[config.mk]
export PLATFORM = sky130hd
export DESIGN_NAME = seek_timing_emulator
export DESIGN_NICKNAME = d
export VERILOG_FILES = /design/src/rtl/seek_timing_emulator.sv
export SDC_FILE = /design/constraint.sdc
export NUM_CORES = 1
export LEC_CHECK = 0
export BUFFER_PORTS_ARGS = -buffer_cell sky130_fd_sc_hd__clkbuf_2
export CORE_UTILIZATION = 34
export DETAILED_ROUTE_END_ITERATION = 7
export GPL_ROUTABILITY_DRIVEN = 0
export PLACE_DENSITY = 0.58
export SYNTH_ARGS = -nofsm -noshare
export SYNTH_HDL_FRONTEND = slang
export SYNTH_SLANG_ARGS = --single-unit
[constraint.sdc]
create_clock -name clock -period 2.57 [get_ports clock]
set_clock_uncertainty 0.15 [all_clocks]
set_input_delay 0 -clock clock [delete_from_list [all_inputs] [get_ports clock]]
set_output_delay 0 -clock clock [all_outputs]
set_load 0.01 [all_outputs]
[src/rtl/seek_timing_emulator.sv]
// RK05 head-motion timing model: per-cylinder travel, settle, seek_done pulse on arrival.
// Defining SEEK_FAST_EN shrinks each travel and settle interval to a single us tick.
module seek_timing_emulator #(
  parameter int TICK_DIV   = 40,
  parameter int PER_CYL_US = 400,
  parameter int BASE_US    = 5000
) (
  input  logic       clock,
  input  logic       reset_L,
  input  logic       Selected_Ready,
  input  logic       seek_start,
  input  logic [7:0] Target_Cylinder,
  output logic [7:0] Current_Cylinder,
  output logic       seek_busy,
  output logic       seek_done,
  output logic       BUS_RWS_RDY_H,
  output logic       oncylinder_ind
);

`ifdef SEEK_FAST_EN
  localparam int PER_TICKS  = 1;
  localparam int BASE_TICKS = 1;
`else
  localparam int PER_TICKS  = PER_CYL_US;
  localparam int BASE_TICKS = BASE_US;
`endif

  localparam logic [5:0]  DIV_LAST  = 6'(TICK_DIV - 1);
  localparam logic [15:0] PER_LAST  = 16'(PER_TICKS - 1);
  localparam logic [15:0] BASE_LAST = 16'(BASE_TICKS - 1);

  typedef enum logic [2:0] {
    S_IDLE,
    S_CALC,
    S_MOVE,
    S_SETTLE,
    S_DONE
  } state_t;

  state_t      r_state;
  state_t      w_next;
  logic [5:0]  r_presc;
  logic [15:0] r_us;
  logic [7:0]  r_delta;
  logic        r_dir_up;

  logic        w_accept;
  logic        w_tick;
  logic        w_per_exp;
  logic        w_base_exp;
  logic        w_interval_end;
  logic        w_target_up;
  logic [7:0]  w_delta_in;

  assign w_accept       = seek_start && Selected_Ready && (Target_Cylinder <= 8'd202);
  assign w_tick         = (r_presc == DIV_LAST);
  assign w_per_exp      = w_tick && (r_us == PER_LAST);
  assign w_base_exp     = w_tick && (r_us == BASE_LAST);
  assign w_interval_end = ((r_state == S_MOVE) && w_per_exp) ||
                          ((r_state == S_SETTLE) && w_base_exp);
  assign w_target_up    = (Target_Cylinder > Current_Cylinder);
  assign w_delta_in     = w_target_up ? (Target_Cylinder - Current_Cylinder)
                                      : (Current_Cylinder - Target_Cylinder);

  always_comb begin
    w_next = r_state;
    case (r_state)
      S_IDLE:   if (w_accept) w_next = S_CALC;
      S_CALC:   w_next = (r_delta == 8'd0) ? S_DONE : S_MOVE;
      S_MOVE:   if (w_per_exp && (r_delta == 8'd1)) w_next = S_SETTLE;
      S_SETTLE: if (w_base_exp) w_next = S_DONE;
      S_DONE:   w_next = S_IDLE;
      default:  w_next = S_IDLE;
    endcase
    // Losing the drive mid-seek abandons the motion without an arrival pulse.
    if ((r_state != S_IDLE) && !Selected_Ready) w_next = S_IDLE;
  end

  always_ff @(posedge clock or negedge reset_L) begin
    if (!reset_L) begin
      r_state          <= S_IDLE;
      r_presc          <= 6'd0;
      r_us             <= 16'd0;
      r_delta          <= 8'd0;
      r_dir_up         <= 1'b0;
      Current_Cylinder <= 8'd0;
      seek_busy        <= 1'b0;
      seek_done        <= 1'b0;
      BUS_RWS_RDY_H    <= 1'b0;
      oncylinder_ind   <= 1'b1;
    end else begin
      r_state        <= w_next;
      seek_busy      <= (w_next != S_IDLE);
      seek_done      <= (w_next == S_DONE);
      BUS_RWS_RDY_H  <= Selected_Ready && (w_next == S_IDLE);
      oncylinder_ind <= (r_state == S_IDLE);
      case (r_state)
        S_IDLE: begin
          if (w_accept) begin
            r_delta  <= w_delta_in;
            r_dir_up <= w_target_up;
          end
        end
        S_CALC: begin
          r_presc <= 6'd0;
          r_us    <= 16'd0;
        end
        S_MOVE, S_SETTLE: begin
          if (w_tick) begin
            r_presc <= 6'd0;
            r_us    <= w_interval_end ? 16'd0 : r_us + 16'd1;
          end else begin
            r_presc <= r_presc + 6'd1;
          end
          // An abort sampled on the same edge as a step leaves the heads where they were.
          if ((r_state == S_MOVE) && w_per_exp && Selected_Ready) begin
            Current_Cylinder <= r_dir_up ? Current_Cylinder + 8'd1 : Current_Cylinder - 8'd1;
            r_delta          <= r_delta - 8'd1;
          end
        end
        default: ;
      endcase
    end
  end

endmodule

## Word level (Yosys, flattened, before mapping)

Cells that the tools add are included.

- Memories kept: 0
- Bits of input ports: 12
- RAM bits: 0
- Bits in latches: 0
- Memory bits (read-only): 0
- Register bits: 46
- Output and inout bits: 12
- Word-level logic and storage cells: 70

- Reductions and logical operators: 24
- Shift-type cells: 0
- Equality and inequality tests: 11
- Magnitude comparators: 2
- Multiply operators: 0
- $add $sub $neg: 7
- Div/mod/pow operators: 0
- Bitwise gates (word level): 0
- Multiplexer cells: 16

Operators by type and width:

| cell | count |
|---|---|
| $mux W16 | 2 |
| $mux W8 | 4 |
| $pmux W16 S2 | 1 |
| $add A16 B1 Y16 const B | 1 |
| $eq A16 B13 Y1 const B | 1 |
| $eq A16 B9 Y1 const B | 1 |
| $pmux W8 S2 | 1 |
| $sub A8 B1 Y8 const B | 2 |
| $sub A8 B8 Y8 | 2 |
| $mux W3 | 5 |
| $pmux W3 S4 | 1 |
| $pmux W6 S2 | 1 |
| $logic_and A1 B1 Y1 | 10 |
| $add A8 B1 Y8 const B | 1 |
| $eq A8 B1 Y1 const B | 1 |
| $gt A8 B8 Y1 | 1 |
| $le A8 B8 Y1 const B | 1 |
| $logic_not A8 Y1 | 1 |
| $add A6 B1 Y6 const B | 1 |
| $eq A3 B2 Y1 const B | 2 |
| $eq A6 B6 Y1 const B | 1 |
| $logic_not A3 Y1 | 2 |
| $mux W6 | 1 |
| $ne A2 B2 Y1 const B | 3 |
| other kinds (9) | 13 |

## Logic depth before layout (Yosys ltp)

Gate-level depths: netlist of the first run.

- Word-level depth: 8
- Depth in mapped cells: 9
- Mapped depth without buffers: 9

## Worst setup path before layout of the first run

Ideal clock, no wire load.

- Path kind: register to register
- Start: register Current_Cylinder[0]
- End: register r_delta[6]
- Setup time: 101 ps
- Cell stages (with the launch flop): 9
- Period minus slack after synthesis: 2593 ps
- Path buffers: 0
- Slack: -23 ps
- Arrival: 2342 ps
- Cells stage by stage: dfrtp_1 -> ha_1 -> fa_1 -> nand2b_1 -> a21o_1 -> a21oi_1 -> nand2_1 -> o2111a_1 -> nor4_1

- Word-level cells in the longest chain between the ends: 4
- Elaborated cells on any way between the ends: 6

Ends and longest elaborated chain:

| element | line | text |
|---|---|---|
| start: declaration | 13 | `output logic [7:0] Current_Cylinder,` |
| start signal: assignment | 117 | `Current_Cylinder <= r_dir_up ? Current_Cylinder + 8'd1 : Current_Cylinder - 8'd1;` |
| $sub A8 B8 Y8 (tied with other cells) | 63 | `: (Current_Cylinder - Target_Cylinder);` |
| $mux W8 (*) | 62 | `assign w_delta_in = w_target_up ? (Target_Cylinder - Current_Cylinder)` |
| $mux W8 (*) | 99 | `if (w_accept) begin` |
| $pmux W8 S2 (*) | 97 | `case (r_state)` |
| end signal: assignment | 100 | `r_delta <= w_delta_in;` |
| end signal: assignment | 118 | `r_delta <= r_delta - 8'd1;` |
| end: declaration | 44 | `logic [7:0] r_delta;` |

Every way passes the cells marked *; elsewhere a longest branch is shown, timed or not. The select of a mux whose other input is x is not followed.
A chain may end at the register's enable or synchronous reset.

## Worst setup path after layout of the first run

- Start: register Current_Cylinder[0]
- End: register r_delta[5]

Same word-level chain as after synthesis.

==> results of run 1 <==
==> what timing repair did <==
item,in CTS,in global routing
gates resized for setup,0,11
hold endpoints to repair,22,0
setup endpoints to repair,0,24
hold buffers,2,0
buffers inserted,0,1
==> stage by stage <==
stage                     setup slack (ns)  TNS [ns]  util, %
after floorplan                      0.138         0        -
after global placement               0.111         0     38.5
after detailed placement            0.0530         0     38.5
after CTS                           0.0280         0     39.9
after global routing               -0.0231   -0.0371     40.5
final                               0.0939         0     40.5
==> layout by cell type, fill, tap and decap left out, types with 3 or more instances in the layout <==
| cell type | count |
|---|---|
| sky130_fd_sc_hd__a211oi_2 | 3 |
| sky130_fd_sc_hd__nand4_1 | 7 |
| sky130_fd_sc_hd__nand3_1 | 20 |
| sky130_fd_sc_hd__or2_2 | 3 |
| sky130_fd_sc_hd__o21ai_0 | 26 |
| sky130_fd_sc_hd__o211ai_1 | 5 |
| sky130_fd_sc_hd__xor2_1 | 10 |
| sky130_fd_sc_hd__nor2_1 | 36 |
| sky130_fd_sc_hd__nor4_1 | 6 |
| sky130_fd_sc_hd__or4_1 | 3 |
| sky130_fd_sc_hd__nand2_1 | 31 |
| sky130_fd_sc_hd__xnor2_1 | 13 |
| sky130_fd_sc_hd__a22o_1 | 3 |
| sky130_fd_sc_hd__nand2b_1 | 7 |
| sky130_fd_sc_hd__and3_1 | 4 |
| sky130_fd_sc_hd__nor3_1 | 13 |
| sky130_fd_sc_hd__clkbuf_2 | 23 |
| sky130_fd_sc_hd__fa_1 | 3 |
| sky130_fd_sc_hd__a21oi_1 | 19 |
| sky130_fd_sc_hd__nor4_2 | 3 |
| sky130_fd_sc_hd__a211oi_1 | 5 |
| sky130_fd_sc_hd__dfrtp_1 | 44 |
| sky130_fd_sc_hd__clkbuf_8 | 5 |
| sky130_fd_sc_hd__a21o_1 | 8 |
| sky130_fd_sc_hd__and2_1 | 3 |
| sky130_fd_sc_hd__a22oi_1 | 3 |
| sky130_fd_sc_hd__inv_1 | 29 |
| sky130_fd_sc_hd__nor2b_1 | 4 |
| sky130_fd_sc_hd__nand3b_1 | 3 |
| sky130_fd_sc_hd__buf_4 | 19 |
| sky130_fd_sc_hd__ha_1 | 25 |
==> layer usage <==
layer | wire length [µm] | GRT usage, %
met1 | 3830 | 23.1
met2 | 3670 | 27.8
met3 | 249 | 2.53
met4 | 167 | 4.95
met5 | 0 | 0
==> sequential cells by signal, indices dropped and copies added, names as in the netlist <==
name	flops
BUS_RWS_RDY_H	1
Current_Cylinder	8
oncylinder_ind	1
r_delta	8
r_dir_up	1
r_presc	6
r_state	3
r_us	16
seek_busy	1
seek_done	1
==> critical path, delay by kind of cell, from the launching register on <==
family	cells	cell delay, ns
adders and majority gates	2	0.60
DFF	1	0.39
xor gates and xnor gates	1	0.19
and+or+nand+nor	1	0.17
AOI/OAI and AO/OA	4	0.84
==> power breakdown <==
group,leakage [nW],internal (W),switching (W),total [W]
clock network,0.0585,0.000292,0.000270,0.000562
logic,1.07,0.000210,0.000289,0.000500
registers,0.600,0.000797,0.0000693,0.000866
==> cell families after synthesis <==
logic type,Yosys count,share of synthesized area [%]
xor gates and xnor gates,23,5.94
and+or+nand+nor,158,24.2
buffers and inverters,44,5.35
AOI/OAI and AO/OA,93,18.2
DFF,46,34.0
muxes,3,0.923
adders and majority gates,29,11.4
==> layout make-up <==
type,count,area (µm²)
multi-input combinational,306,2110
fill,1040,5790
clock inverter,3,43.8
sequential,46,1150
inverter,29,109
tap,133,166
timing repair buffer,45,289
clock buffer,5,68.8
==> worst max path at each step <==
stage,end,from
2_1_floorplan,r_delta[6],Current_Cylinder[0]
4_1_cts,r_delta[3],r_presc[0]
5_1_grt,r_delta[3],Current_Cylinder[0]
3_5_place_dp,r_delta[3],r_presc[0]
6_report,r_delta[5],Current_Cylinder[0]
3_3_place_gp,r_delta[4],r_us[4]
==> flow_summary.yaml, run 1 <==
clock_tree:
  root_buffer: "sky130_fd_sc_hd__clkbuf_8"
  cts_tree: "built"
  cts.clk_slew.worst_paths_ns: 0.09
  cts-buffers-inserted: 5
  ctsHtreeMaxLevel: 2
  clkLatencyLatePin_ns: 0.30
  clock_sink_count: 46
  clockBufferDepth: 2
detailed_routing:
  detailedRoute.firstPassIterationCount: 4
  via_count: 2944
  vias_per_cell: 5.19
  drt.antenna.violating_nets: 0
  drt_drc_violations_left: 0
  drt-total-wl_mm: 7.92
  wire_length_per_cell_um: 14.0
  detailedRoute.firstIterationViolations: 112
worst_setup_path:
  cp.arrival_ns: 2.51
  setup.worst_path.start_class: "flop"
  cp_max_fo: 5
  cp_slowest_cell: "sky130_fd_sc_hd__dfrtp_1"
  regToRegStartpoint: "Current_Cylinder[0]"
  timing.rr.end: "r_delta[5]"
  critical_path.endpoint_type: "flop"
  timing.critical_path.cells: "ha_1 > fa_1 > nand2b_1 > a21o_1 > a21o_1 > a32oi_1 > xnor2_1 > o211ai_1"
  flop2flop_setup_slack_ns: 0.09
  cpPeakStageDelay_ns: 0.39
  timing.critical_path.mode_cell: "sky130_fd_sc_hd__a21o_1"
  critPathRequiredTime_ns: 2.61
  number_of_cells_on_the_worst_reg_to_reg_path: 8
  path_class: "flop to flop"
cells_and_area:
  final-instance-count-excl-fill: 567
  num_antenna_cells: 0
  finalNetCount: 474
  design_area_mm2: 0.00394
  drive_gt1_share_pct: 16.4
  flow.area_growth_from_synthesis_pct: 16.1
logic_synthesis:
  count_of_yosys_warnings_during_synthesis: 0
  netlist.top_cell.by_area: "sky130_fd_sc_hd__dfrtp_1"
  number_of_synthesized_flops_with_an_enable_pin: 0
  yosys_register_bits: 46
  netlist_instances: 396
  ys_seq_area_share_pct: 34.0
  synthDistinctLibCells: 60
  syn-mean-instance-area_um2: 8.56
  mappedNetlistArea_mm2: 0.00339
  postSynthNetCount: 437
  yosys.cell_count.top_type: "sky130_fd_sc_hd__dfrtp_1"
  yosys.area.top_type_share_pct: 33.2
  synth_commonest_cells: "sky130_fd_sc_hd__dfrtp_1 (45), sky130_fd_sc_hd__nor2_1 (36), sky130_fd_sc_hd__nand2_1 (32)"
  ys_top_cells_by_area: "sky130_fd_sc_hd__dfrtp_1 (33%), sky130_fd_sc_hd__ha_1 (9.6%), sky130_fd_sc_hd__nor2_1 (4.0%), sky130_fd_sc_hd__o21ai_0 (3.8%), sky130_fd_sc_hd__nand2_1 (3.5%)"
  most_used_flip_flop_cell_after_synthesis: "sky130_fd_sc_hd__dfrtp_1"
  synth-async-reset-ratio_pct: 100
sta:
  fmaxAchievable_ghz: 0.404
  setup_violations: 0
  rsz_0062_raised_after_global_routing: "true"
  worstMarginPinSlew_ns: 0.474
  post-route-period-util_pct: 96.3
  final.hold.worst_slack_ns: 0.0209
  worst_slew_margin_relative_to_its_limit_pct: 68.4
  report.final.hold_viol_count: 0
  timing_max_transition_violations_final: 0
  finalWorstPathRequiredPeriod_ns: 2.48
place:
  dp.cells: 556
  place.detailed.hpwl_mm: 6.12
  place.port_buffers: 23
  postPlaceCellArea_mm2: 0.00375
power_and_ir_drop:
  cellPowerDensity_mw_per_mm2: 490
  report.power.total_w: 0.00193
  vdd_ir_drop_max_v: 0.000257
  static_leakage_power_nw: 1.72
global_route:
  grt_antenna_before_repair: 0
  grt_first_pass_wirelength_mm: 13.7
  grtUsageTotal_pct: 16.9
  first_global_vias: 2879
  largest_net_degree_at_the_start_of_global_routing: 30
  gr-total-overflow: 0
run_status:
  outcome: "finished, final reports clean"
min_path:
  timing.hold.worst.class: "primary input to asynchronous set/reset pin"
die:
  die-height_um: 102
  floorplan.initialDensity_pct: 34.9
  die_area_mm2: 0.0104
  boundaryPins: 24
  std_cell_rows: 36
  core_area_mm2: 0.00973
  die_x_um: 102
job:
  cap_violations: 0
No activity file was read; power rests on OpenSTA's default activity.
==> inputs of run 2 (changes only) <==
--- a/config.mk
+++ b/config.mk
@@ -6,10 +6,11 @@
 export NUM_CORES = 1
 export LEC_CHECK = 0
 export BUFFER_PORTS_ARGS = -buffer_cell sky130_fd_sc_hd__clkbuf_2
-export CORE_UTILIZATION = 34
+export CORE_UTILIZATION = 50
+export CTS_CLUSTER_DIAMETER = 100
 export DETAILED_ROUTE_END_ITERATION = 7
 export GPL_ROUTABILITY_DRIVEN = 0
-export PLACE_DENSITY = 0.58
+export PLACE_DENSITY = 0.77
 export SYNTH_ARGS = -nofsm -noshare
 export SYNTH_HDL_FRONTEND = slang
 export SYNTH_SLANG_ARGS = --single-unit
==> flow_summary.yaml, run 2 (synthesis gave the netlist of run 1 again) <==
die:
  floorplan.initialDensity_pct: 52.5
  die-height_um: 84.4
  std_cell_rows: 29
  core_area_mm2: 0.00646
  die_x_um: 84.4
  die_area_mm2: 0.00711
  boundaryPins: 24
worst_setup_path:
  timing.critical_path.cells: "nor4_2 > nand3_1 > or3_1 > or4_1 > a22oi_1 > a211oi_1"
  cpPeakStageDelay_ns: 0.49
  setup.worst_path.start_class: "flop"
  flop2flop_setup_slack_ns: 0.13
  path_class: "flop to flop"
  critical_path.endpoint_type: "flop"
  cp_slowest_cell: "sky130_fd_sc_hd__or4_1"
  cp_max_fo: 2
  cp.arrival_ns: 2.48
  critPathRequiredTime_ns: 2.61
run_status:
  outcome: "complete, but fails checks"
  violations_in_the_final_reports: "DRC"
sta:
  post-route-period-util_pct: 95.0
  final.hold.worst_slack_ns: 0.0524
  fmaxAchievable_ghz: 0.409
  finalWorstPathRequiredPeriod_ns: 2.44
  worst_slew_margin_relative_to_its_limit_pct: 61.7
  rsz_0062_raised_after_global_routing: "true"
  report.final.hold_viol_count: 0
  setup_violations: 0
  worstMarginPinSlew_ns: 0.574
  fin_tns_setup_ns: 0
  timing_max_transition_violations_final: 0
power_and_ir_drop:
  cellPowerDensity_mw_per_mm2: 470
  static_leakage_power_nw: 1.72
  share_clk_of_total_power_pct: 23.4
  power.share.sequential_pct: 48.2
  power.internal_w: 0.00119
  power_frac_comb_pct: 28.4
  vdd_ir_drop_max_v: 0.000224
  power_dissipated_by_switching_net_loads_w: 0.000615
  power.switching_fraction_pct: 34.0
cells_and_area:
  flow.area_growth_from_synthesis_pct: 13.5
  layout.cells.most_common_list: "sky130_fd_sc_hd__dfrtp_1 (45), sky130_fd_sc_hd__nor2_1 (36), sky130_fd_sc_hd__nand2_1 (31)"
  largest_register_ffs: 16
  most_common_library_cell_in_the_layout_ignoring_fill_and_taps: "sky130_fd_sc_hd__dfrtp_1"
  largestRegisters: "r_us x16, Current_Cylinder x8, r_delta x8"
  finalNetCount: 475
  num_antenna_cells: 0
  drive_gt1_share_pct: 16.4
  top_register: "r_us"
clock_tree:
  clock_sink_count: 46
  root_buffer: "sky130_fd_sc_hd__clkbuf_8"
  ctsHtreeMaxLevel: 2
  clkLatencyLatePin_ns: 0.30
  clockBufferDepth: 2
  cts.clk_slew.worst_paths_ns: 0.09
  cts_tree: "built"
  cts-buffers-inserted: 5
global_route:
  grt_antenna_before_repair: 0
  grtUsageTotal_pct: 23.6
  grt_busiest_layer: "met2"
  global_route.usage.met1_pct: 29.7
  use_met2_pct: 41.7
  largest_net_degree_at_the_start_of_global_routing: 25
  grt_first_pass_wirelength_mm: 13.6
  gr-total-overflow: 0
  first_global_vias: 3037
  gr-usage-met3_pct: 3.74
detailed_routing:
  via_count: 3072
  drt-total-wl_mm: 8.01
  wire_length_per_cell_um: 15.7
  drt.antenna.violating_nets: 0
  detailedRoute.firstIterationViolations: 183
  vias_per_cell: 6.01
  detailedRoute.firstPassIterationCount: 6
  drt_drc_violations_left: 4
place:
  place.port_buffers: 23
  place.detailed.hpwl_mm: 6.05
min_path:
  timing.hold.worst.class: "primary input to flop"
job:
  cap_violations: 0
run 2: power groups by stage:
stage,registers (W),logic (W),clock network (W)
final,0.000871,0.000514,0.000423
after global routing,0.000882,0.000585,0.000452
after detailed placement,0.000877,0.000499,0
after global placement,0.000872,0.000480,0
after CTS,0.000863,0.000504,0.000432
after floorplan,0.000863,0.000365,0
run 2: critical path: cells and delay by family (launching register included):
| family | cells | cell delay, ns |
|---|---|---|
| AO/OA/AOI/OAI | 2 | 0.27 |
| AND/OR/NAND/NOR | 4 | 1.53 |
| flip-flops | 1 | 0.39 |
run 2: final cells by class:
class | instances | area (µm²)
fill | 579 | 2610
multi-input combinational | 306 | 2120
sequential | 46 | 1150
timing repair buffer | 46 | 293
inverter | 29 | 109
tap | 77 | 96.3
clock buffer | 5 | 68.8
clock inverter | 2 | 10.0
run 2: what timing repair did:
item                                    in CTS  in global routing
resized for setup                            1                 11
hold endpoints to repair                    27                  0
hold buffers                                 2                  0
endpoints found under the setup margin       3                 19
cloned                                       0                  0
buffers inserted                             0                  1
run 2: final timing paths:
path,start,depth (start not counted),to
max,r_us[4],6,r_delta[7]
min in group asynchronous,reset_L,2,r_delta[5]
max reg2reg,r_us[4],6,r_delta[7]
min,Target_Cylinder[0],4,r_delta[0]
min reg2reg,r_presc[0],1,r_presc[0]
max in group asynchronous,reset_L,3,Current_Cylinder[7]
run 2: metrics by stage:
| stage | cell area (µm²) | worst slack (ns) | instances | total power, W | utilization, % |
|---|---|---|---|---|---|
| finish | 3850 | 0.127 | 511 | 0.00181 | 59.6 |
| global route | 3850 | -0.00801 | 511 | 0.00192 | 59.6 |
| CTS | 3790 | 0.0211 | 510 | 0.00180 | 58.7 |
| detailed placement | 3680 | -0.0551 | 501 | 0.00138 | 57.0 |
| global placement | 3680 | 0.142 | 501 | 0.00135 | 57.0 |
| floorplan | 3390 | 0.138 | 396 | 0.00123 | - |
run 2: metal layers:
metal	routed length, µm	share of wire [%]
met5	0	0
met4	166	2.1
met3	443	5.5
met2	3870	48
met1	3530	44
==> inputs of run 3 (changes only) <==
--- a/config.mk
+++ b/config.mk
@@ -7,10 +7,12 @@
 export LEC_CHECK = 0
 export BUFFER_PORTS_ARGS = -buffer_cell sky130_fd_sc_hd__clkbuf_2
 export CORE_UTILIZATION = 50
+export CTS_BUF_LIST = sky130_fd_sc_hd__clkbuf_16
 export CTS_CLUSTER_DIAMETER = 100
 export DETAILED_ROUTE_END_ITERATION = 7
 export GPL_ROUTABILITY_DRIVEN = 0
 export PLACE_DENSITY = 0.77
+export SLEW_MARGIN = 20
 export SYNTH_ARGS = -nofsm -noshare
 export SYNTH_HDL_FRONTEND = slang
 export SYNTH_SLANG_ARGS = --single-unit
==> constraint.sdc (replaced) <==
create_clock -name clock -period 2.57 [get_ports clock]
set_clock_uncertainty 0.15 [all_clocks]
set_input_delay 0 -clock clock [delete_from_list [all_inputs] [get_ports clock]]
set_output_delay 0 -clock clock [all_outputs]
set_load 0.005 [all_outputs]
==> flow_summary.yaml, run 3 (synthesis gave the netlist of run 1 again) <==
run_status:
  outcome: "complete, but fails checks"
  violations_in_the_final_reports: "DRC"
detailed_routing:
  drt.antenna.violating_nets: 0
  drt_drc_violations_left: 1
  dr.max_layer_used: "met4"
  wire_length_per_cell_um: 15.4
  detail_route.wirelength.met1_mm: 3.41
  via_count: 3030
  met3_length_um: 478
  detailedRoute.firstPassIterationCount: 6
  drt-total-wl_mm: 7.84
  vias_per_cell: 5.94
  detailedRoute.firstIterationViolations: 181
  met2RoutedLength_mm: 3.79
cells_and_area:
  top_register: "r_us"
  drive_gt1_share_pct: 15.5
  register_area_mm2: 0.00115
  largest_register_ffs: 16
  num_antenna_cells: 0
  final_util_pct: 59.9
  flow.area_growth_from_synthesis_pct: 14.1
  most_common_library_cell_in_the_layout_ignoring_fill_and_taps: "sky130_fd_sc_hd__dfrtp_1"
  largestRegisters: "r_us x16, Current_Cylinder x8, r_delta x8"
  finalNetCount: 473
  filler_cell_count: 546
  multi_input_area_mm2: 0.00210
  layout.cells.most_common_list: "sky130_fd_sc_hd__dfrtp_1 (45), sky130_fd_sc_hd__nor2_1 (35), sky130_fd_sc_hd__nand2_1 (31)"
  design_area_mm2: 0.00387
worst_setup_path:
  regToRegStartpoint: "Current_Cylinder[0]"
  number_of_cells_on_the_worst_reg_to_reg_path: 8
  worst-path-buf-inv: 0
  cp.arrival_ns: 2.52
  critical_path.endpoint_type: "flop"
  critPathRequiredTime_ns: 2.58
  flop2flop_setup_slack_ns: 0.06
  timing.critical_path.cells: "ha_1 > fa_1 > nand2b_1 > a21o_1 > a211oi_1 > a32oi_2 > xnor2_1 > o211ai_1"
  cp_top_family: "compound AO/OA/AOI/OAI gates"
  cp_max_fo: 5
  path_class: "flop to flop"
  cpPeakStageDelay_ns: 0.42
  timing.rr.end: "r_delta[5]"
  setup.worst_path.start_class: "flop"
  cp_slowest_cell: "sky130_fd_sc_hd__fa_1"
power_and_ir_drop:
  vdd_ir_drop_max_v: 0.000262
  static_leakage_power_nw: 1.73
  cellPowerDensity_mw_per_mm2: 515
sta:
  rsz_0062_raised_after_global_routing: "true"
  setup_violations: 0
  finalWorstPathRequiredPeriod_ns: 2.51
  final.hold.worst_slack_ns: 0.0693
  timing_max_transition_violations_final: 0
  post-route-period-util_pct: 97.8
  worstMarginPinSlew_ns: 0.586
  fmaxAchievable_ghz: 0.398
  report.final.hold_viol_count: 0
  post-route-worst-setup-slack_ns: 0.0564
  worst_slew_margin_relative_to_its_limit_pct: 60.9
clock_tree:
  clockBufferDepth: 2
  ctsHtreeMaxLevel: 2
  clkLatencyLatePin_ns: 0.29
  cts.clk_slew.worst_paths_ns: 0.06
  root_buffer: "sky130_fd_sc_hd__clkbuf_16"
  cts_tree: "built"
  cts_setup_buffers: 0
  cts-buffers-inserted: 5
  clock_sink_count: 46
die:
  die-height_um: 84.4
  std_cell_rows: 29
  boundaryPins: 24
  die_x_um: 84.4
  die_area_mm2: 0.00711
  floorplan.initialDensity_pct: 52.5
  core_area_mm2: 0.00646
global_route:
  grtUsageTotal_pct: 23.7
  largest_net_degree_at_the_start_of_global_routing: 47
  grt_first_pass_wirelength_mm: 13.5
  grt_antenna_before_repair: 0
  gr-total-overflow: 0
  first_global_vias: 2894
min_path:
  timing.hold.worst.class: "primary input to flop"
  hold_path.startpoint: "Target_Cylinder[0]"
  hold-path-endpoint: "r_delta[0]"
  hold_path_depth: 4
place:
  postPlaceCellArea_mm2: 0.00367
  dpl_worst_slack_ns: 0.0649
  place.detailed.hpwl_mm: 5.84
  place.port_buffers: 23
job:
  cap_violations: 0
run 3: changes by cell type in the layout (fill, tap and decap cells not counted), moves of 2 or more:
cell	previous run	this run
sky130_fd_sc_hd__clkbuf_8	5	0
sky130_fd_sc_hd__nor4_1	5	8
sky130_fd_sc_hd__buf_4	21	19
sky130_fd_sc_hd__nor4_2	4	1
sky130_fd_sc_hd__clkbuf_16	0	5
run 3: worst register-to-register path, stage by stage, from the launching register on:
cell	delay (ns)
sky130_fd_sc_hd__dfrtp_1	0.39
sky130_fd_sc_hd__ha_1	0.22
sky130_fd_sc_hd__fa_1	0.42
sky130_fd_sc_hd__nand2b_1	0.20
sky130_fd_sc_hd__a21o_1	0.22
sky130_fd_sc_hd__a211oi_1	0.34
sky130_fd_sc_hd__a32oi_2	0.10
sky130_fd_sc_hd__xnor2_1	0.24
sky130_fd_sc_hd__o211ai_1	0.11
run 3: where the power goes:
part	internal (W)	switching (W)
Combinational	0.000210	0.000288
Clock	0.000352	0.000274
Sequential	0.000798	0.0000694
run 3: worst max path at each step:
stage / start / endpoint / cells past startpoint
after floorplan: Current_Cylinder[0] / r_delta[6] / 8
after global placement: r_us[14] / r_delta[7] / 6
after detailed placement: r_us[14] / r_delta[3] / 6
after CTS: r_us[14] / r_delta[3] / 6
after global routing: Current_Cylinder[0] / r_delta[3] / 7
final: Current_Cylinder[0] / r_delta[5] / 8
run 3: final cells by class:
class / count / share of cell area [%]
inverter: 29 / 2.81
multi-input combinational: 306 / 54.2
clock inverter: 3 / 0.323
clock buffer: 5 / 3.23
timing repair buffer: 44 / 7.18
sequential: 46 / 29.8
tap: 77 / 2.49
run 3: through the flow:
step / TNS (ns) / cells / power, W
2_1_floorplan: 0 / 396 / 0.00122
3_3_place_gp: 0 / 500 / 0.00135
3_5_place_dp: 0 / 500 / 0.00136
4_1_cts: 0 / 510 / 0.00199
5_1_grt: -0.0167 / 510 / 0.00211
6_report: 0 / 510 / 0.00199
run 3: metal layers:
layer / vias to the layer above / GRT usage [%]
met5: - / 0
met4: 0 / 8.94
met3: 16 / 5.31
met2: 106 / 39.7
met1: 1418 / 30.1
li1: 1490 / -
run 3: repair_timing:
item	in CTS	in global routing
gates resized for setup	0	10
hold buffers	2	0
hold endpoints to repair	50	0
endpoints found under the setup margin	0	6
